<file path="src/rtl/ysyx_22050039_ifu_pkg.sv">
// ysyx_22050039 IFU shared types and constants.
// Misaligned-fetch trap is built in when IFU_MISALIGN_CHK_EN is defined.
package ysyx_22050039_ifu_pkg;

  typedef enum logic [1:0] {
    IFU_IDLE = 2'd0,
    IFU_REQ  = 2'd1,
    IFU_WAIT = 2'd2,
    IFU_HOLD = 2'd3
  } ifu_state_e;

  localparam logic [31:0] NOP_INST = 32'h0000_0013;
  localparam logic [63:0] RESET_PC_DEF = 64'h8000_0000;

  function automatic logic misaligned(
    input logic [1:0] lsb
  );
    return lsb != 2'b00;
  endfunction

endpackage

</file>
<file path="src/rtl/ysyx_22050039_pc_gen.sv">
// Architectural PC register with reset / redirect / +4 / hold mux.
// IFU_MISALIGN_CHK_EN exposes the next-PC value to the fetch FSM.
module ysyx_22050039_pc_gen #(
  parameter int XLEN = 64,
  parameter logic [XLEN-1:0] RESET_PC = '0
) (
  input  logic            clk_i,
  input  logic            rst_n_i,
  input  logic            wen_i,
  input  logic [XLEN-1:0] wdata_i,
  input  logic            adv_i,
`ifdef IFU_MISALIGN_CHK_EN
  output logic [XLEN-1:0] pc_next_o,
`endif
  output logic [XLEN-1:0] pc_o
);

  logic [XLEN-1:0] pc_q;
  logic [XLEN-1:0] pc_d;

  // Redirect has priority over sequential advance.
  always_comb begin
    pc_d = pc_q;
    if (!rst_n_i) begin
      pc_d = RESET_PC;
    end else if (wen_i) begin
      pc_d = wdata_i;
    end else if (adv_i) begin
      pc_d = pc_q + XLEN'(4);
    end
  end

  always_ff @(posedge clk_i) begin
    if (!rst_n_i) begin
      pc_q <= RESET_PC;
    end else begin
      pc_q <= pc_d;
    end
  end

  assign pc_o = pc_q;
`ifdef IFU_MISALIGN_CHK_EN
  assign pc_next_o = pc_d;
`endif

endmodule

</file>
<file path="src/rtl/ysyx_22050039_ifu.sv">
// Instruction fetch unit: one outstanding fetch, valid/ready to decoder.
// Define IFU_MISALIGN_CHK_EN to trap misaligned PCs as a nop with fetch_err.
module ysyx_22050039_ifu
  import ysyx_22050039_ifu_pkg::*;
#(
  parameter int XLEN = 64,
  parameter int INST_LEN = 32,
  parameter logic [XLEN-1:0] RESET_PC = XLEN'(RESET_PC_DEF)
) (
  input  logic                clk,
  input  logic                rst,
  input  logic                pc_wen,
  input  logic [XLEN-1:0]     pc_wdata,
  output logic                mem_req_valid,
  input  logic                mem_req_ready,
  output logic [XLEN-1:0]     mem_req_addr,
  input  logic                mem_resp_valid,
  input  logic [INST_LEN-1:0] mem_resp_data,
  output logic                inst_valid,
  input  logic                inst_ready,
  output logic [INST_LEN-1:0] inst,
  output logic [XLEN-1:0]     inst_pc,
  output logic                fetch_err
);

  ifu_state_e state_q, state_d;
  logic squash_q, squash_d;
  logic req_valid_q, req_valid_d;
  logic inst_valid_q, inst_valid_d;
  logic [INST_LEN-1:0] inst_q, inst_d;
  logic [XLEN-1:0] inst_pc_q, inst_pc_d;
  logic [XLEN-1:0] pc_q;
  logic fire_req;
  logic fire_inst;
  logic adv;

  assign fire_req  = req_valid_q & mem_req_ready;
  assign fire_inst = inst_valid_q & inst_ready;
  assign adv = (state_q == IFU_HOLD) & fire_inst;

`ifdef IFU_MISALIGN_CHK_EN
  logic [XLEN-1:0] pc_d;
  logic fetch_err_q, fetch_err_d;
`endif

  ysyx_22050039_pc_gen #(
    .XLEN     (XLEN),
    .RESET_PC (RESET_PC)
  ) u_pc_gen (
    .clk_i     (clk),
    .rst_n_i   (rst),
    .wen_i     (pc_wen),
    .wdata_i   (pc_wdata),
    .adv_i     (adv),
`ifdef IFU_MISALIGN_CHK_EN
    .pc_next_o (pc_d),
`endif
    .pc_o      (pc_q)
  );

  always_comb begin
    state_d      = state_q;
    squash_d     = squash_q;
    req_valid_d  = 1'b0;
    inst_valid_d = inst_valid_q;
    inst_d       = inst_q;
    inst_pc_d    = inst_pc_q;
`ifdef IFU_MISALIGN_CHK_EN
    fetch_err_d  = fetch_err_q;
`endif
    unique case (state_q)
      IFU_IDLE: begin
        state_d     = IFU_REQ;
        req_valid_d = 1'b1;
      end
      IFU_REQ: begin
        if (fire_req) begin
          state_d  = IFU_WAIT;
          squash_d = pc_wen;
        end else begin
          // A redirect withdraws the request for one cycle.
          req_valid_d = !pc_wen;
        end
      end
      IFU_WAIT: begin
        if (mem_resp_valid) begin
          if (squash_q || pc_wen) begin
            squash_d    = 1'b0;
            state_d     = IFU_REQ;
            req_valid_d = 1'b1;
          end else begin
            inst_d       = mem_resp_data;
            inst_pc_d    = pc_q;
            inst_valid_d = 1'b1;
            state_d      = IFU_HOLD;
          end
        end else if (pc_wen) begin
          squash_d = 1'b1;
        end
      end
      IFU_HOLD: begin
        if (pc_wen || fire_inst) begin
          inst_valid_d = 1'b0;
          state_d      = IFU_REQ;
          req_valid_d  = 1'b1;
`ifdef IFU_MISALIGN_CHK_EN
          fetch_err_d  = 1'b0;
`endif
        end
      end
    endcase
`ifdef IFU_MISALIGN_CHK_EN
    // Never issue a misaligned address; hand the decoder a flagged nop.
    if (req_valid_d && misaligned(pc_d[1:0])) begin
      req_valid_d  = 1'b0;
      state_d      = IFU_HOLD;
      inst_d       = INST_LEN'(NOP_INST);
      inst_pc_d    = pc_d;
      inst_valid_d = 1'b1;
      fetch_err_d  = 1'b1;
    end
`endif
  end

  always_ff @(posedge clk) begin
    if (!rst) begin
      state_q      <= IFU_IDLE;
      squash_q     <= 1'b0;
      req_valid_q  <= 1'b0;
      inst_valid_q <= 1'b0;
      inst_q       <= '0;
      inst_pc_q    <= '0;
    end else begin
      state_q      <= state_d;
      squash_q     <= squash_d;
      req_valid_q  <= req_valid_d;
      inst_valid_q <= inst_valid_d;
      inst_q       <= inst_d;
      inst_pc_q    <= inst_pc_d;
    end
  end

`ifdef IFU_MISALIGN_CHK_EN
  always_ff @(posedge clk) begin
    if (!rst) begin
      fetch_err_q <= 1'b0;
    end else begin
      fetch_err_q <= fetch_err_d;
    end
  end
  assign fetch_err = fetch_err_q;
`else
  assign fetch_err = 1'b0;
`endif

  assign mem_req_valid = req_valid_q;
  assign mem_req_addr  = pc_q;
  assign inst_valid    = inst_valid_q;
  assign inst          = inst_q;
  assign inst_pc       = inst_pc_q;

endmodule

</file>
<file path="config.mk">
export PLATFORM = sky130hd
export DESIGN_NAME = ysyx_22050039_ifu
export DESIGN_NICKNAME = d
export VERILOG_FILES = /design/src/rtl/ysyx_22050039_ifu_pkg.sv /design/src/rtl/ysyx_22050039_pc_gen.sv /design/src/rtl/ysyx_22050039_ifu.sv
export SDC_FILE = /design/constraint.sdc
export NUM_CORES = 1
export LEC_CHECK = 0
export CAP_MARGIN = 15
export CORE_MARGIN = 2
export CORE_UTILIZATION = 26
export CTS_CLUSTER_DIAMETER = 120
export DETAILED_ROUTE_END_ITERATION = 12
export GPL_ROUTABILITY_DRIVEN = 1
export GPL_TIMING_DRIVEN = 0
export PLACE_DENSITY = 0.53
export SLEW_MARGIN = 10
export SYNTH_ARGS = -nofsm -noshare
export SYNTH_HDL_FRONTEND = slang
export SYNTH_SLANG_ARGS = --single-unit
</file>
<file path="constraint.sdc">
create_clock -name clk -period 3.13 [get_ports clk]
set_input_delay 0.939 -clock clk [delete_from_list [all_inputs] [get_ports clk]]
set_output_delay 0.939 -clock clk [all_outputs]
set_load 0.02 [all_outputs]
</file>
==> metrics <==
crit-path cells=clkdlybuf4s50_1 -> nand3_2 -> or4_4 -> buf_2 -> or3_4 -> o31ai_1 -> o21a_1; initial antenna violation count=2; Hold Path Class=reg2reg; port buffer count=262; mux contribution to synthesized area=0.385%; total track usage=20.0%; Avg WL per Cell=19.1 microns; Placer Congestion=0.832; final worst slack=128 ps; post-synth net total=1072; post-synthesis simple-gate area fraction=28.9%; Tcrit/Tclk final=95.9%; Detail Placement HPWL=23700 microns; 1st-iter DRT viols=543; Synth Register Bits=165; drt pass-1 iters=5; post-synthesis compound-gate area fraction=20.1%; worst ir drop on vdd=0.000237 V; Die H=177 microns; area leader, netlist=dfxtp_1; slowest CP cell=or4_4; synthesis-to-layout area growth=47.6%; Layout fillers=3077; vias per cell=4.96; fmax=333 MHz; commonest non-fill, non-tap cell in the layout=clkdlybuf4s50_1; ANT nets after route=0; RSZ-0062 raised after global routing=no; first-pass GRT wire length=47700 microns; Die Width=177 microns; fin crit period=3000 ps; arrival time worst endpoint=3370 ps; Post-Synth Adder-Cell Area=0.962%; synthesized cell area=7800 sq um; crit path launch type=primary input; CTS tree=built; Pins Over Slew Limit=0; Die ar.=31400 sq um; H-tree depth=4; ys async rst share=0%; commonest cells after routing, fill and taps aside=clkdlybuf4s50_1, nand2_1, dfxtp_1; Final Hold Slack=462 ps; Leak=3.90 nW; I/O pin total=265; Site Rows=63; # DRC=0; mean post-synth cell area=8.09 sq um; Final setup viols=0; ranking of synthesized cells by area=dfxtp_1, nand2_1, a21boi_0; final setup skew=8.65 ps; CP required=3500 ps; status=complete, no violations; worst-skew pair later-pin latency=430 ps; max incr delay on CP=620 ps; Reg2Reg Setup Slack=350 ps; drt total wl=31500 microns; share of the synthesized area in the top cell type=42.3%; Main synth FF type=dfxtp_1; Synth Area in XOR/XNOR=3.37%; Max Cap Viol=0; Post-synth EDFFs=0; slew margin rel.=46.8%; largest net degree at the start of global routing=17; cells after synthesis=964; Crit. End Element=flop; core area=29600 sq um; Final Util=39.0%; largest family of logic cells by synthesized area=simple AND/OR/NAND/NOR gates; Root Driver=clkbuf_16; vias post-DR=8179; total grt overflow=0; CP Max Fanout=10; Clock transition at path regs=70 ps; share of cells above drive strength 1=4.45%; clock sinks=165; pre-CTS setup slack=-989 ps; setup_tns=0 ps; Worst Max-Slew Pin Slew=798 ps; vias in the first global route=7872; Final nets=1353; Synth warnings=0; Total Power=5.07 mW; post-synth cell types=53; maximum clock path buffer count=2; WS Path Type=in2reg; initial core utilization=26.4%; TritonCTS Buffers=17; Final Hold Vio Count=0; post-synthesis sequential area ratio=42.3%; Pwr per Cell Area=441 nW/um^2
[registers in the layout, indices dropped and copies added (netlist names)]
register,flops
mem_req_valid,1
u_pc_gen.pc_o,64
squash_q,1
inst,32
inst_valid,1
inst_pc,64
state_q,2
[layer usage]
layer	GRT usage (%)	part of all wire (%)
met5	0	0.041
met4	5.79	2.0
met3	6.59	8.7
met2	30.7	45
met1	26.6	45
[where the power goes]
part / switching (mW) / total [mW] / internal [mW]
combinational: 0.384 / 0.756 / 0.373
sequential: 0.133 / 2.31 / 2.18
clock: 0.973 / 2.00 / 1.03
[path summary, 6_finish.rpt]
path / start / end / cells past startpoint
hold / removal: inst[29]$_SDFFE_PN0P_ / inst[29]$_SDFFE_PN0P_ / 2
setup / recovery: inst_ready / u_pc_gen.pc_o[63]$_SDFFE_PN0N_ / 7
hold reg to reg: inst[29]$_SDFFE_PN0P_ / inst[29]$_SDFFE_PN0P_ / 2
setup reg to reg: u_pc_gen.pc_o[14]$_SDFFE_PN0N_ / u_pc_gen.pc_o[52]$_SDFFE_PN0N_ / 6
[synthesized netlist by cell type, types with 7 or more instances]
cell / n
nand4_1: 31
clkbuf_1: 58
nand2b_1: 17
or3_1: 12
nor3_1: 17
a21boi_0: 99
o21ai_0: 38
nand3_1: 39
nor2_1: 28
a31oi_1: 15
o31ai_1: 8
dfxtp_1: 165
nor2b_1: 7
inv_1: 9
or4_1: 12
o211a_1: 22
xnor2_1: 25
and4_1: 16
nand2_1: 238
a21oi_1: 16
and3_1: 8
nor4_1: 16
[cells by family after synthesis]
group,count (synthesis)
xor+xnor,30
compound gates,220
simple gates,461
buf+inv,78
flops,165
other cells,1
mux,3
fa+ha+maj,6
[worst max-delay path: cells and delay by family]
| family | cells | cell delay [ps] |
|---|---|---|
| AND/OR/NAND/NOR | 3 | 1250 |
| buffers and inverters | 2 | 780 |
| AO/OA/AOI/OAI | 2 | 410 |
[timing repair]
item	4_1_cts	5_1_grt
endpoints found under the setup margin	53	50
buffers inserted	0	0
hold buffers	0	0
resized for setup	7	10
[metrics by stage]
stage,instance area [sq um],instances
finish,11500,1650
global route,11500,1648
CTS,11500,1648
detailed placement,10900,1616
global placement,10900,1616
floorplan,7800,964
[area by class of cell]
cell class                 count  area (sq um)  area share, %
clock inverter                13           103          0.891
tap                          390           488           4.24
sequential                   165          3300           28.7
multi-input combinational    721          4260           37.0
antenna                        2          5.00         0.0435
inverter                       9          33.8          0.293
timing repair buffer         262          2620           22.8
buffer                        69           274           2.38
clock buffer                  19           433           3.76
Power figures use the tool's default switching activity.
